File: config.mk
export PLATFORM = sky130hd
export DESIGN_NAME = sgd_sequencer_flat
export DESIGN_NICKNAME = d
export VERILOG_FILES = /design/src/rtl/sgd_sequencer_if.sv /design/src/rtl/sgd_sequencer.sv /design/src/flat_wrapper.sv
export SDC_FILE = /design/constraint.sdc
export NUM_CORES = 1
export LEC_CHECK = 0
export CAP_MARGIN = 10
export CORE_MARGIN = 2
export CORE_UTILIZATION = 63
export DETAILED_ROUTE_END_ITERATION = 10
export PLACE_DENSITY = 0.86
export SYNTH_ARGS = -nofsm -noshare
export SYNTH_HDL_FRONTEND = slang
export SYNTH_SLANG_ARGS = --single-unit
File: constraint.sdc
create_clock -name clk -period 5 [get_ports clk]
set_input_delay 0.75 -clock clk [delete_from_list [all_inputs] [get_ports clk]]
set_output_delay 0.75 -clock clk [all_outputs]
set_load 0.005 [all_outputs]
File: src/rtl/sgd_sequencer_if.sv
// Control bundle between the SGD sequencer and the fetch unit / three-stage datapath.
// The sequencer takes the slave side; the fetch/datapath block takes the master side.
interface sgd_sequencer_if #(
  parameter int logNumCycle = 2
);
  logic                   in_valid;
  logic                   in_ready;
  logic                   sel;
  logic                   last_chunk;
  logic                   grad_en;
  logic                   wb_valid;
  logic [logNumCycle-1:0] wb_idx;

  modport master (
    output in_valid,
    input  in_ready, sel, last_chunk, grad_en, wb_valid, wb_idx
  );

  modport slave (
    input  in_valid,
    output in_ready, sel, last_chunk, grad_en, wb_valid, wb_idx
  );
endinterface

File: src/rtl/sgd_sequencer.sv
// Sequencer for the Axiline SGD datapath: counts chunks/samples/epochs, steers the ip
// accumulate select and gradient enable, and tracks the weight write-back through a delay line.
module sgd_sequencer #(
  parameter int NumCycle    = 4,
  parameter int logNumCycle = 2,
  parameter int cntBitwidth = 16
) (
  input  logic                   clk,
  input  logic                   rst,
  input  logic                   start,
  input  logic [cntBitwidth-1:0] num_samples,
  input  logic [cntBitwidth-1:0] num_epochs,
  sgd_sequencer_if.slave         bus,
  output logic                   busy,
  output logic                   done,
  output logic                   err_stall
);

  typedef enum logic [1:0] {IDLE, RUN, DRAIN, DONE} state_e;

  typedef struct packed {
    logic                   valid;
    logic [logNumCycle-1:0] idx;
  } wb_slot_t;

  localparam int                     Depth     = NumCycle + 2;
  localparam logic [logNumCycle-1:0] LastChunk = logNumCycle'(NumCycle - 1);
  localparam logic [cntBitwidth-1:0] One       = cntBitwidth'(1);

  state_e                 state_q, state_d;
  logic [logNumCycle-1:0] chunk_q;
  logic [cntBitwidth-1:0] sample_q, epoch_q;
  logic [cntBitwidth-1:0] cfg_samples_q, cfg_epochs_q;
  logic                   grad_en_q;
  wb_slot_t               wb_line_q [Depth];

  logic beat, sample_end, last_sample, last_epoch, run_end, line_empty;

  assign bus.in_ready = (state_q == RUN);
  assign beat         = bus.in_valid & bus.in_ready;
  assign sample_end   = beat & (chunk_q == LastChunk);
  assign last_sample  = (sample_q == cfg_samples_q - One);
  assign last_epoch   = (epoch_q == cfg_epochs_q - One);
  assign run_end      = sample_end & last_sample & last_epoch;

  assign bus.sel        = beat & (chunk_q != '0);
  assign bus.last_chunk = sample_end;
  assign bus.grad_en    = grad_en_q;
  assign bus.wb_valid   = wb_line_q[Depth-1].valid;
  assign bus.wb_idx     = wb_line_q[Depth-1].idx;
  assign busy           = (state_q == RUN) || (state_q == DRAIN);
  assign done           = (state_q == DONE);

  always_comb begin
    line_empty = 1'b1;
    for (int i = 0; i < Depth; i++) begin
      if (wb_line_q[i].valid) line_empty = 1'b0;
    end
  end

  // NOTE: state_d is defaulted before the case so no branch can leave it unassigned (no latch).
  always_comb begin
    state_d = state_q;
    unique case (state_q)
      IDLE:    if (start)      state_d = RUN;
      RUN:     if (run_end)    state_d = DRAIN;
      DRAIN:   if (line_empty) state_d = DONE;
      DONE:                    state_d = IDLE;
      default:                 state_d = IDLE;
    endcase
  end

  // NOTE: all registered state uses non-blocking assignments so every flop samples pre-edge values.
  always_ff @(posedge clk or negedge rst) begin
    if (!rst) state_q <= IDLE;
    else      state_q <= state_d;
  end

  always_ff @(posedge clk or negedge rst) begin
    if (!rst) begin
      chunk_q       <= '0;
      sample_q      <= '0;
      epoch_q       <= '0;
      cfg_samples_q <= One;
      cfg_epochs_q  <= One;
      err_stall     <= 1'b0;
    end else if (state_q == IDLE) begin
      if (start) begin
        cfg_samples_q <= (num_samples == '0) ? One : num_samples;
        cfg_epochs_q  <= (num_epochs == '0) ? One : num_epochs;
        chunk_q       <= '0;
        sample_q      <= '0;
        epoch_q       <= '0;
        err_stall     <= 1'b0;
      end
    end else if (state_q == RUN) begin
      if (beat) begin
        if (chunk_q == LastChunk) begin
          chunk_q <= '0;
          if (last_sample) begin
            sample_q <= '0;
            epoch_q  <= last_epoch ? '0 : epoch_q + One;
          end else begin
            sample_q <= sample_q + One;
          end
        end else begin
          chunk_q <= chunk_q + 1'b1;
        end
      end else if (chunk_q != '0) begin
        // A mid-sample gap breaks the ip pipe alignment; flag it and hold position.
        err_stall <= 1'b1;
      end
    end
  end

  // NOTE: the delay line is reset, unlike a data RAM, because its valid bits drive wb_valid directly.
  always_ff @(posedge clk or negedge rst) begin
    if (!rst) begin
      grad_en_q <= 1'b0;
      for (int i = 0; i < Depth; i++) wb_line_q[i] <= '0;
    end else begin
      grad_en_q    <= sample_end;
      wb_line_q[0] <= '{valid: beat, idx: beat ? chunk_q : '0};
      for (int i = 1; i < Depth; i++) wb_line_q[i] <= wb_line_q[i-1];
    end
  end

endmodule

File: src/flat_wrapper.sv
// flat-port wrapper written by rule: the top's interface ports become plain ports
module sgd_sequencer_flat 
#(
  parameter int NumCycle    = 4,
  parameter int logNumCycle = 2,
  parameter int cntBitwidth = 16
)
  (clk, rst, start, num_samples, num_epochs, busy, done, err_stall, bus_in_valid, bus_in_ready, bus_sel, bus_last_chunk, bus_grad_en, bus_wb_valid, bus_wb_idx);
  sgd_sequencer_if #(.logNumCycle(logNumCycle)) bus_i ();
  input  logic clk;
  input  logic rst;
  input  logic start;
  input  logic [cntBitwidth-1:0] num_samples;
  input  logic [cntBitwidth-1:0] num_epochs;
  output logic busy;
  output logic done;
  output logic err_stall;
  input wire logic [$bits(bus_i.in_valid)-1:0] bus_in_valid;
  output wire logic [$bits(bus_i.in_ready)-1:0] bus_in_ready;
  output wire logic [$bits(bus_i.sel)-1:0] bus_sel;
  output wire logic [$bits(bus_i.last_chunk)-1:0] bus_last_chunk;
  output wire logic [$bits(bus_i.grad_en)-1:0] bus_grad_en;
  output wire logic [$bits(bus_i.wb_valid)-1:0] bus_wb_valid;
  output wire logic [$bits(bus_i.wb_idx)-1:0] bus_wb_idx;
  assign bus_i.in_valid = bus_in_valid;
  assign bus_in_ready = bus_i.in_ready;
  assign bus_sel = bus_i.sel;
  assign bus_last_chunk = bus_i.last_chunk;
  assign bus_grad_en = bus_i.grad_en;
  assign bus_wb_valid = bus_i.wb_valid;
  assign bus_wb_idx = bus_i.wb_idx;
  sgd_sequencer #(.NumCycle(NumCycle), .logNumCycle(logNumCycle), .cntBitwidth(cntBitwidth)) u_core (.clk(clk), .rst(rst), .start(start), .num_samples(num_samples), .num_epochs(num_epochs), .bus(bus_i), .busy(busy), .done(done), .err_stall(err_stall));
endmodule
### Yosys cells after proc, flatten, opt, wreduce, memory -nomap -nowiden

Index checks and enable logic that the tools add are counted.

| word-level totals | value |
|---|---|
| register bits after elaboration | 88 |
| output and inout bits | 10 |
| input port bits | 36 |
| logic and storage cells | 91 |

| operators by class | value |
|---|---|
| equal/unequal tests | 10 |
| bitwise operators | 5 |
| add/sub/neg operators | 5 |
| reductions and logical operators | 16 |
| muxes and demuxes | 35 |

Operators by type and width:

| operator | count |
|---|---|
| 16-bit two-way mux | 14 |
| 16-bit by 1-bit adder with 16-bit output (second input constant) | 2 |
| 16-bit equality test | 2 |
| 16-bit zero test | 2 |
| 16-bit by 1-bit subtractor with 16-bit output (second input constant) | 2 |
| 2-bit two-way mux | 9 |
| 2-bit nonzero test | 6 |
| 1-bit two-way mux | 11 |
| 2-bit case mux with 4 select lines | 1 |
| 4-bit AND reduction | 2 |
| 2-bit equality test (second input constant) | 3 |
| 2-bit inequality test (second input constant) | 3 |
| 3-bit AND reduction | 2 |
| 1-bit AND | 5 |
| 5-bit AND reduction | 1 |
| 2-bit by 1-bit adder with 2-bit output (second input constant) | 1 |
| 2-bit by 1-bit equality test with 1-bit output (second input constant) | 1 |
| 2-bit zero test | 1 |
| 2-bit by 1-bit inequality test with 1-bit output (second input constant) | 1 |
| 2-bit AND reduction | 1 |
| 1-bit logical OR | 1 |

### Logic depth before layout (Yosys ltp)

Gate-level depths: netlist of run 1.

| depth | value |
|---|---|
| word-level depth | 8 |
| depth in mapped cells | 11 |
| depth with buffers taken out | 10 |

### Least setup slack after synthesis of run 1

Ideal clock, no wire load.

| timing | value |
|---|---|
| path type | register to register |
| start point | register u_core.cfg_samples_q[0] |
| end point | register u_core.state_q[1] |
| path buffers | 1 |
| clock period less this slack | 2901 ps |
| setup slack | 2099 ps |
| data arrival time | 2776 ps |
| stages on the path, launching flop included | 11 |
| cells stage by stage | dfstp_2 inv_1 ha_1 clkbuf_1 or3_1 a31oi_1 nand4_1 a2111oi_4 nand3_1 a221o_1 mux2_4 |

| between the ends | value |
|---|---|
| cells in the longest elaborated chain, start to end | 6 |

Ends and longest elaborated chain:

| element | line | RTL |
|---|---|---|
| start, declared | sgd_sequencer.sv:33 | `logic [cntBitwidth-1:0] cfg_samples_q, cfg_epochs_q;` |
| start signal, assigned | sgd_sequencer.sv:84 | `cfg_samples_q <= One;` |
| start signal, assigned | sgd_sequencer.sv:89 | `cfg_samples_q <= (num_samples == '0) ? One : num_samples;` |
| 16-bit by 1-bit subtractor with 16-bit output | sgd_sequencer.sv:42 | `assign last_sample = (sample_q == cfg_samples_q - One);` |
| 16-bit equality test | sgd_sequencer.sv:42 |  |
| 1-bit AND (2 in a row) | sgd_sequencer.sv:44 | `assign run_end = sample_end & last_sample & last_epoch;` |
| 2-bit inequality test (no line) | - |  |
| 3-bit AND reduction (no line) | - |  |
| end signal, assigned | sgd_sequencer.sv:76 | `else state_q <= state_d;` |
| end, declared | sgd_sequencer.sv:30 | `state_e state_q, state_d;` |

Every way passes these cells.
A chain may end at the register's enable or synchronous reset.

### Worst setup path after layout of run 1

| timing | value |
|---|---|
| start point | register u_core.cfg_samples_q[2] |
| end point | register u_core.sample_q[8] |

| between the ends | value |
|---|---|
| cells in the longest elaborated chain, start to end | 7 |

Ends and longest elaborated chain:

| element | line | RTL |
|---|---|---|
| 16-bit by 1-bit subtractor with 16-bit output | sgd_sequencer.sv:42 |  |
| 16-bit equality test | sgd_sequencer.sv:42 |  |
| 16-bit two-way mux | sgd_sequencer.sv:100 | `if (last_sample) begin` |
| 16-bit two-way mux | sgd_sequencer.sv:98 | `if (chunk_q == LastChunk) begin` |
| 16-bit two-way mux | sgd_sequencer.sv:97 | `if (beat) begin` |
| 16-bit two-way mux | sgd_sequencer.sv:96 | `end else if (state_q == RUN) begin` |
| 16-bit two-way mux | sgd_sequencer.sv:87 | `end else if (state_q == IDLE) begin` |
| end signal, assigned | sgd_sequencer.sv:104 | `sample_q <= sample_q + One;` |
| end, declared | sgd_sequencer.sv:32 | `logic [cntBitwidth-1:0] sample_q, epoch_q;` |

Every way passes these cells. The select of a mux whose other input is x is not followed.

==> impl_metrics.toml, run 1 <==
[outcome]
status = "complete, no violations"

[drt]
maxUsedRoutingLayer = "met4"
post_drt_wl_per_cell_um = 17.21
wl_met1_um = 4635
wl_met3_um = 458
post-route-drc-count = 0
wl_met2_um = 5718
ant_nets = 0
viasPerCell = 6.310
first_pass_iters = 5
routed_wl_um = 11100
drt_iter0_markers = 228
vias = 4070

[placement]
dp_slack_ns = 1.547
placed_area_sq_mm = 0.005597
portBuffers = 45
dp.cells = 629
place.gp.congestion = 0.8615
dp_hpwl_um = 7902

[cells_and_area]
final_cell_mix = "86 x dfrtp_1, 44 x clkdlybuf4s50_1, 32 x nand2_1, 32 x mux2_2, 26 x nor2_1"
mostFrequentLayoutCell = "dfrtp_1"
n_antenna_cell = 0
drive_gt1_share_pct = 12.34
fin_nets = 584
finalNonFillerCells = 645
syn_to_final_growth_pct = 13.34
fin_area_sq_mm = 0.005793
final_core_util_pct = 74.20

[cts]
cts_htree_levels = 3
cts_setup_buffers = 0
clockBufferDepth = 2
cts_sinks = 88
postCtsResizedCells = 0
cts_buffers = 9
clkTransAtPathRegs_ns = 0.10
hold_buffers = 0
cts_tree = "done"
cts-root-buf = "clkbuf_8"
clk_latency_ns = 0.37

[synthesis]
netlist.area_leader.share_pct = 42.11
synth-edff-count = 0
yosys.area.top_type = "dfrtp_1"
ys_ff_latch = 88
yosysUniqueCellTypes = 64
synth_warnings = 0
yosysSeqAreaShare_pct = 43.13
async_reset_ff_share_pct = 100.0
ys.flop_type = "dfrtp_1"
synth_fp_nets = 552
netlist_instances = 506
synthesis.area_sq_mm = 0.005111
avgSynthCellArea_sq_um = 10.10
synth_top_cells_by_area = "dfrtp_1 42%, mux2_2 7.1%, xnor2_1 3.8%"

[floorplanning]
ioPinCount = 46
die_w_um = 94.07
die_y_um = 94.07
initial_core_util_pct = 65.46
rows = 32
core_area_sq_mm = 0.007807
dieArea_sq_mm = 0.008849

[worst_setup_path]
worstSetupEndpointType = "flop"
worst_setup_path_start_kind = "flop"
cp_top_family = "simple AND/OR/NAND/NOR gates"
crit_path_max_fanout = 30
critical_path_required_ns = 5.27
cp.arrival_ns = 3.78
crit_buf_inv = 0
crit_chain = "nor4_2, nand3_2, or3_1, a2111oi_4, nand2b_1, o21ai_0, a21o_1"
cp_slowest_cell = "nand2b_1"
critPathKind = "reg2reg"
cpPeakStageDelay_ns = 0.78

[grt]
grt_pass1_vias = 4003
antenna_found_initial = 0
grtUsageTotal_pct = 26.49
overflow = 0
grt_max_degree = 89
grt_pass1_wl_um = 18400

[pwr]
p_sw_mw = 1.037
p_total_mw = 2.625
ir_worst_vdd_v = 0.0002941
internal-power_mw = 1.588
power_frac_seq_pct = 44.2
leakage_nw = 2.422
p_comb_share_pct = 37.3
swShare_pct = 39.52
pwr_density_cell_mw_per_mm2 = 453.2
p_clk_share_pct = 18.5

[sta]
fin_crit_ns = 3.515
max_freq_ghz = 0.2845
setup_tns_ns = 0
rsz0062_at_grt = "no"
hold_slack_ns = 0.3562
max_slew.worst_pin.slew_ns = 1.100
finalHoldViolations = 0
fin_crit_sh_pct = 70.30
layout_setup_ws_ns = 1.485
relSlewSlack_pct = 26.70
setup_viol = 0
clock-skew-final_ns = 0.01611
slew_violations = 0

[flow_run]
maxCapViolCount = 0

[min_path]
hold_path_class = "reg2reg"
[routing by layer]
| metal | vias up | global-route usage [%] |
|---|---|---|
| met5 | - | 0 |
| met4 | 0 | 11.11 |
| met3 | 26 | 3.291 |
| met2 | 138 | 46.73 |
| met1 | 1972 | 32.77 |
| li1 | 1934 | - |
[area by class of cell]
cell class / instances / area (sq um)
flip-flops and latches: 88 / 2205
clock buffers: 9 / 123.9
repair buffers: 48 / 470.5
inverters: 19 / 71.32
well taps: 102 / 127.6
multi-input cells: 372 / 2723
fillers: 557 / 2014
clock inverters: 7 / 72.57
[logic make-up after synthesis]
logic type	synth area share (%)
multiplexers	8.127
buffers and inverters	3.647
AND/OR/NAND/NOR	20.46
flip-flops	43.13
AO/OA/AOI/OAI	15.84
XOR/XNOR	6.340
adder cells (fa/ha/maj)	2.448
[cells in the mapped netlist, drive strengths merged (3+ instances only)]
cell     count
nor3b       12
a21oi        5
o211ai       4
nand3       16
nor3         7
o21a         5
buf          9
xor2        15
nor2b       12
o31ai       14
and2        12
nand2b       3
inv         19
or3          7
nand2       33
xnor2       22
o21ai       22
o22a         3
mux2i        4
a21o        10
or2          4
ha          10
or4          6
a32oi       13
mux2        33
clkbuf      18
and3        12
nand4        6
a211oi       3
nor4        14
a311oi       3
dfrtp       86
a31oi        3
o2111ai      3
nor2        26
[sequential cells by signal (all words and copies together), names as in the netlist]
register,count
u_core.bus.grad_en,1
u_core.bus.wb_idx,2
u_core.bus.wb_valid,1
u_core.cfg_epochs_q,16
u_core.cfg_samples_q,16
u_core.chunk_q,2
u_core.epoch_q,16
u_core.err_stall,1
u_core.sample_q,16
u_core.state_q,2
u_core.wb_line_q,15
[power by group through the flow]
| stage | Sequential [mW] | Clock, mW | Combinational (mW) |
|---|---|---|---|
| floorplan | 1.06 | 0 | 0.767 |
| global placement | 1.15 | 0 | 0.927 |
| detailed placement | 1.17 | 0 | 0.968 |
| CTS | 1.15 | 0.491 | 0.981 |
| global route | 1.19 | 0.524 | 1.08 |
| finish | 1.16 | 0.485 | 0.980 |
[path summary, 6_finish.rpt]
path | from | cells past startpoint | slack (ns) | endpoint
max | u_core.cfg_samples_q[2]$_DFFE_PN0P_ | 7 | 1.49 | u_core.sample_q[8]$_DFFE_PN0P_
min | u_core.wb_line_q[6]$_DFF_PN0_ | 0 | 0.36 | u_core.wb_line_q[3]$_DFF_PN0_
max reg2reg | u_core.cfg_samples_q[2]$_DFFE_PN0P_ | 7 | 1.49 | u_core.sample_q[8]$_DFFE_PN0P_
min reg2reg | u_core.wb_line_q[6]$_DFF_PN0_ | 0 | 0.36 | u_core.wb_line_q[3]$_DFF_PN0_
max in group asynchronous | rst | 1 | 3.72 | u_core.epoch_q[10]$_DFFE_PN0P_
min in group asynchronous | rst | 1 | 0.56 | u_core.cfg_samples_q[4]$_DFFE_PN0P_
Note: power is estimated with default switching activity, not from simulation.
==> inputs of run 2 (changes only) <==
- CORE_UTILIZATION: 63 -> 53
- PLACE_DENSITY: 0.86 -> 0.77
- clock period: 5 -> 3.2 ns (I/O delays scaled with it)
==> run 2 against run 1 <==
Worst hold slack barely moved. Clock-buffer cell count did not move. Critical endpoint is now u_core.state_q[1]$_DFFE_PN0P_. Via count down 0.54%. Sequential share of layout area shrank 1.2 points. Final area grew 3.5%. Largest power group unchanged. Die area is 18% higher.
==> impl_metrics.toml, run 2 (synthesis gave the netlist of run 1 again) <==
[pwr]
power_frac_seq_pct = 44.1
p_comb_share_pct = 37.4
internal-power_mw = 2.521
pwr_density_cell_mw_per_mm2 = 695.4
swShare_pct = 39.52
p_sw_mw = 1.647
ir_worst_vdd_v = 0.0006259
leakage_nw = 2.498
p_clk_share_pct = 18.6

[sta]
fin_crit_ns = 3.067
slew_violations = 0
hold_slack_ns = 0.3565
max_slew.worst_pin.slew_ns = 0.7092
max_freq_ghz = 0.3261
clock-skew-final_ns = 0.009931
setup_viol = 0
relSlewSlack_pct = 52.55
finalHoldViolations = 0
fin_crit_sh_pct = 95.84
setup_tns_ns = 0

[drt]
viasPerCell = 5.927
routed_wl_um = 11290
drt_iter0_markers = 138
vias = 4048
ant_nets = 0
post_drt_wl_per_cell_um = 16.52
post-route-drc-count = 0
first_pass_iters = 4

[outcome]
status = "complete, no violations"

[grt]
grt_pass1_wl_um = 18850
grt_max_degree = 89
antenna_found_initial = 0
overflow = 0
grtUsageTotal_pct = 23.00
grt_pass1_vias = 3958

[cts]
cts_tree = "done"
clk_latency_ns = 0.37
cts_buffers = 9
cts_htree_levels = 3
cts_sinks = 88
clkTransAtPathRegs_ns = 0.10
cts-root-buf = "clkbuf_8"
clockBufferDepth = 2

[min_path]
min_to = "u_core.wb_line_q[9]$_DFF_PN0_"
hold_path_class = "reg2reg"
hold_start = "u_core.wb_line_q[12]$_DFF_PN0_"
whs_path_depth = 0

[cells_and_area]
multi_input_area_sq_mm = 0.002761
final_core_util_pct = 64.57
fin_nets = 595
mostFrequentLayoutCell = "dfrtp_1"
nFillCells = 771
sequential_cell_area_sq_mm = 0.002207
drive_gt1_share_pct = 14.62
n_antenna_cell = 0
syn_to_final_growth_pct = 17.28
final_cell_mix = "84 x dfrtp_1, 44 x clkdlybuf4s50_1, 32 x nand2_1, 32 x mux2_2, 25 x nor2_1"

[placement]
place.gp.congestion = 0.9048
dp_hpwl_um = 8128
portBuffers = 45

[flow_run]
maxCapViolCount = 0

[worst_setup_path]
critPathKind = "reg2reg"
reg2reg_depth = 8
crit_chain = "or4_1, nor3_1, o2111ai_1, a311o_1, a2111oi_4, nand3_2, a221o_1, mux2_4"
worst_setup_path_start_kind = "flop"
cp_top_family = "compound AO/OA/AOI/OAI gates"
critical_path_required_ns = 3.46
r2r_start = "u_core.cfg_samples_q[2]$_DFFE_PN0P_"
r2r-end = "u_core.state_q[1]$_DFFE_PN0P_"
crit_path_max_fanout = 10
worstSetupEndpointType = "flop"
cp_slowest_cell = "or4_1"
cp-startpoint = "u_core.cfg_samples_q[2]$_DFFE_PN0P_"
cpPeakStageDelay_ns = 0.52
rrSetupSlack_ns = 0.13
crit_buf_inv = 0
cp.arrival_ns = 3.32

[floorplanning]
dieArea_sq_mm = 0.01044
initial_core_util_pct = 55.05
core_area_sq_mm = 0.009284
ioPinCount = 46
die_w_um = 102.2
die_y_um = 102.2
rows = 35
==> run 2: cell types whose count changed in the layout (fill, tap and decap cells not counted), sizes merged <==
cell	before	now
buf	4	13
clkinvlp	1	0
clkinv	3	4
nor4	14	15
dlygate4sd3	0	1
==> run 2: layer usage <==
| layer | GRT usage, % | part of all wire (%) | wire, um | vias to the layer above |
|---|---|---|---|---|
| met5 | 0 | 0 | 0 | - |
| met4 | 6.667 | 1.3 | 150 | 0 |
| met3 | 2.873 | 2.6 | 294 | 16 |
| met2 | 41.45 | 53 | 5949 | 71 |
| met1 | 29.03 | 43 | 4889 | 2004 |
| li1 | - | - | - | 1957 |
==> run 2: worst reg2reg max path, delay by kind of cell (launching register included) <==
kind | cells | cell delay (ns)
flip-flops | 1 | 0.51
AND/OR/NAND/NOR | 3 | 0.86
AO/OA/AOI/OAI | 4 | 1.29
multiplexers | 1 | 0.31
==> run 2: layout make-up <==
type / count / share of cell area [%]
Timing Repair Buffer: 58 / 9.894
Sequential cell: 88 / 36.82
Inverter: 19 / 1.190
Tap cell: 129 / 2.693
Multi-Input combinational cell: 373 / 46.07
Clock inverter: 7 / 1.273
Clock buffer: 9 / 2.066
==> run 2: worst max path at each step <==
stage | endpoint | slack (ns) | cells after the start
2_1_floorplan | u_core.state_q[1]$_DFFE_PN0P_ | 0.30 | 10
5_1_grt | u_core.epoch_q[5]$_DFFE_PN0P_ | -0.008 | 10
3_3_place_gp | u_core.state_q[1]$_DFFE_PN0P_ | 0.20 | 7
3_5_place_dp | u_core.state_q[1]$_DFFE_PN0P_ | 0.10 | 7
6_report | u_core.state_q[1]$_DFFE_PN0P_ | 0.13 | 8
4_1_cts | u_core.state_q[1]$_DFFE_PN0P_ | 0.05 | 7
==> run 2: per-stage QoR <==
stage / instance area (sq um) / cells / total power, mW / setup slack, ns
after global routing: 5995 / 683 / 4.450 / -0.008388
after global placement: 5708 / 663 / 3.286 / 0.2014
after CTS: 5908 / 679 / 4.123 / 0.05273
final: 5995 / 683 / 4.169 / 0.1330
after detailed placement: 5708 / 663 / 3.349 / 0.1035
after floorplan: 5111 / 506 / 2.861 / 0.2993
==> run 2: what timing repair did <==
action	in CTS	in global routing
hold buffers	0	1
buffers inserted	0	1
hold endpoints to repair	0	12
resized for setup	0	7
endpoints found under the setup margin	0	1
==> run 2: power by group through the flow <==
stage,combinational (mW),clock [mW],sequential (mW)
4_1_cts,1.54,0.789,1.79
3_3_place_gp,1.49,0,1.80
2_1_floorplan,1.20,0,1.66
3_5_place_dp,1.53,0,1.82
5_1_grt,1.73,0.841,1.88
6_report,1.56,0.775,1.84
==> inputs of run 3 (changes only) <==
- HOLD_SLACK_MARGIN: not set -> 0.12
==> results of run 3 <==
No change in the layout: final DEF, timing and power equal those of run 2.
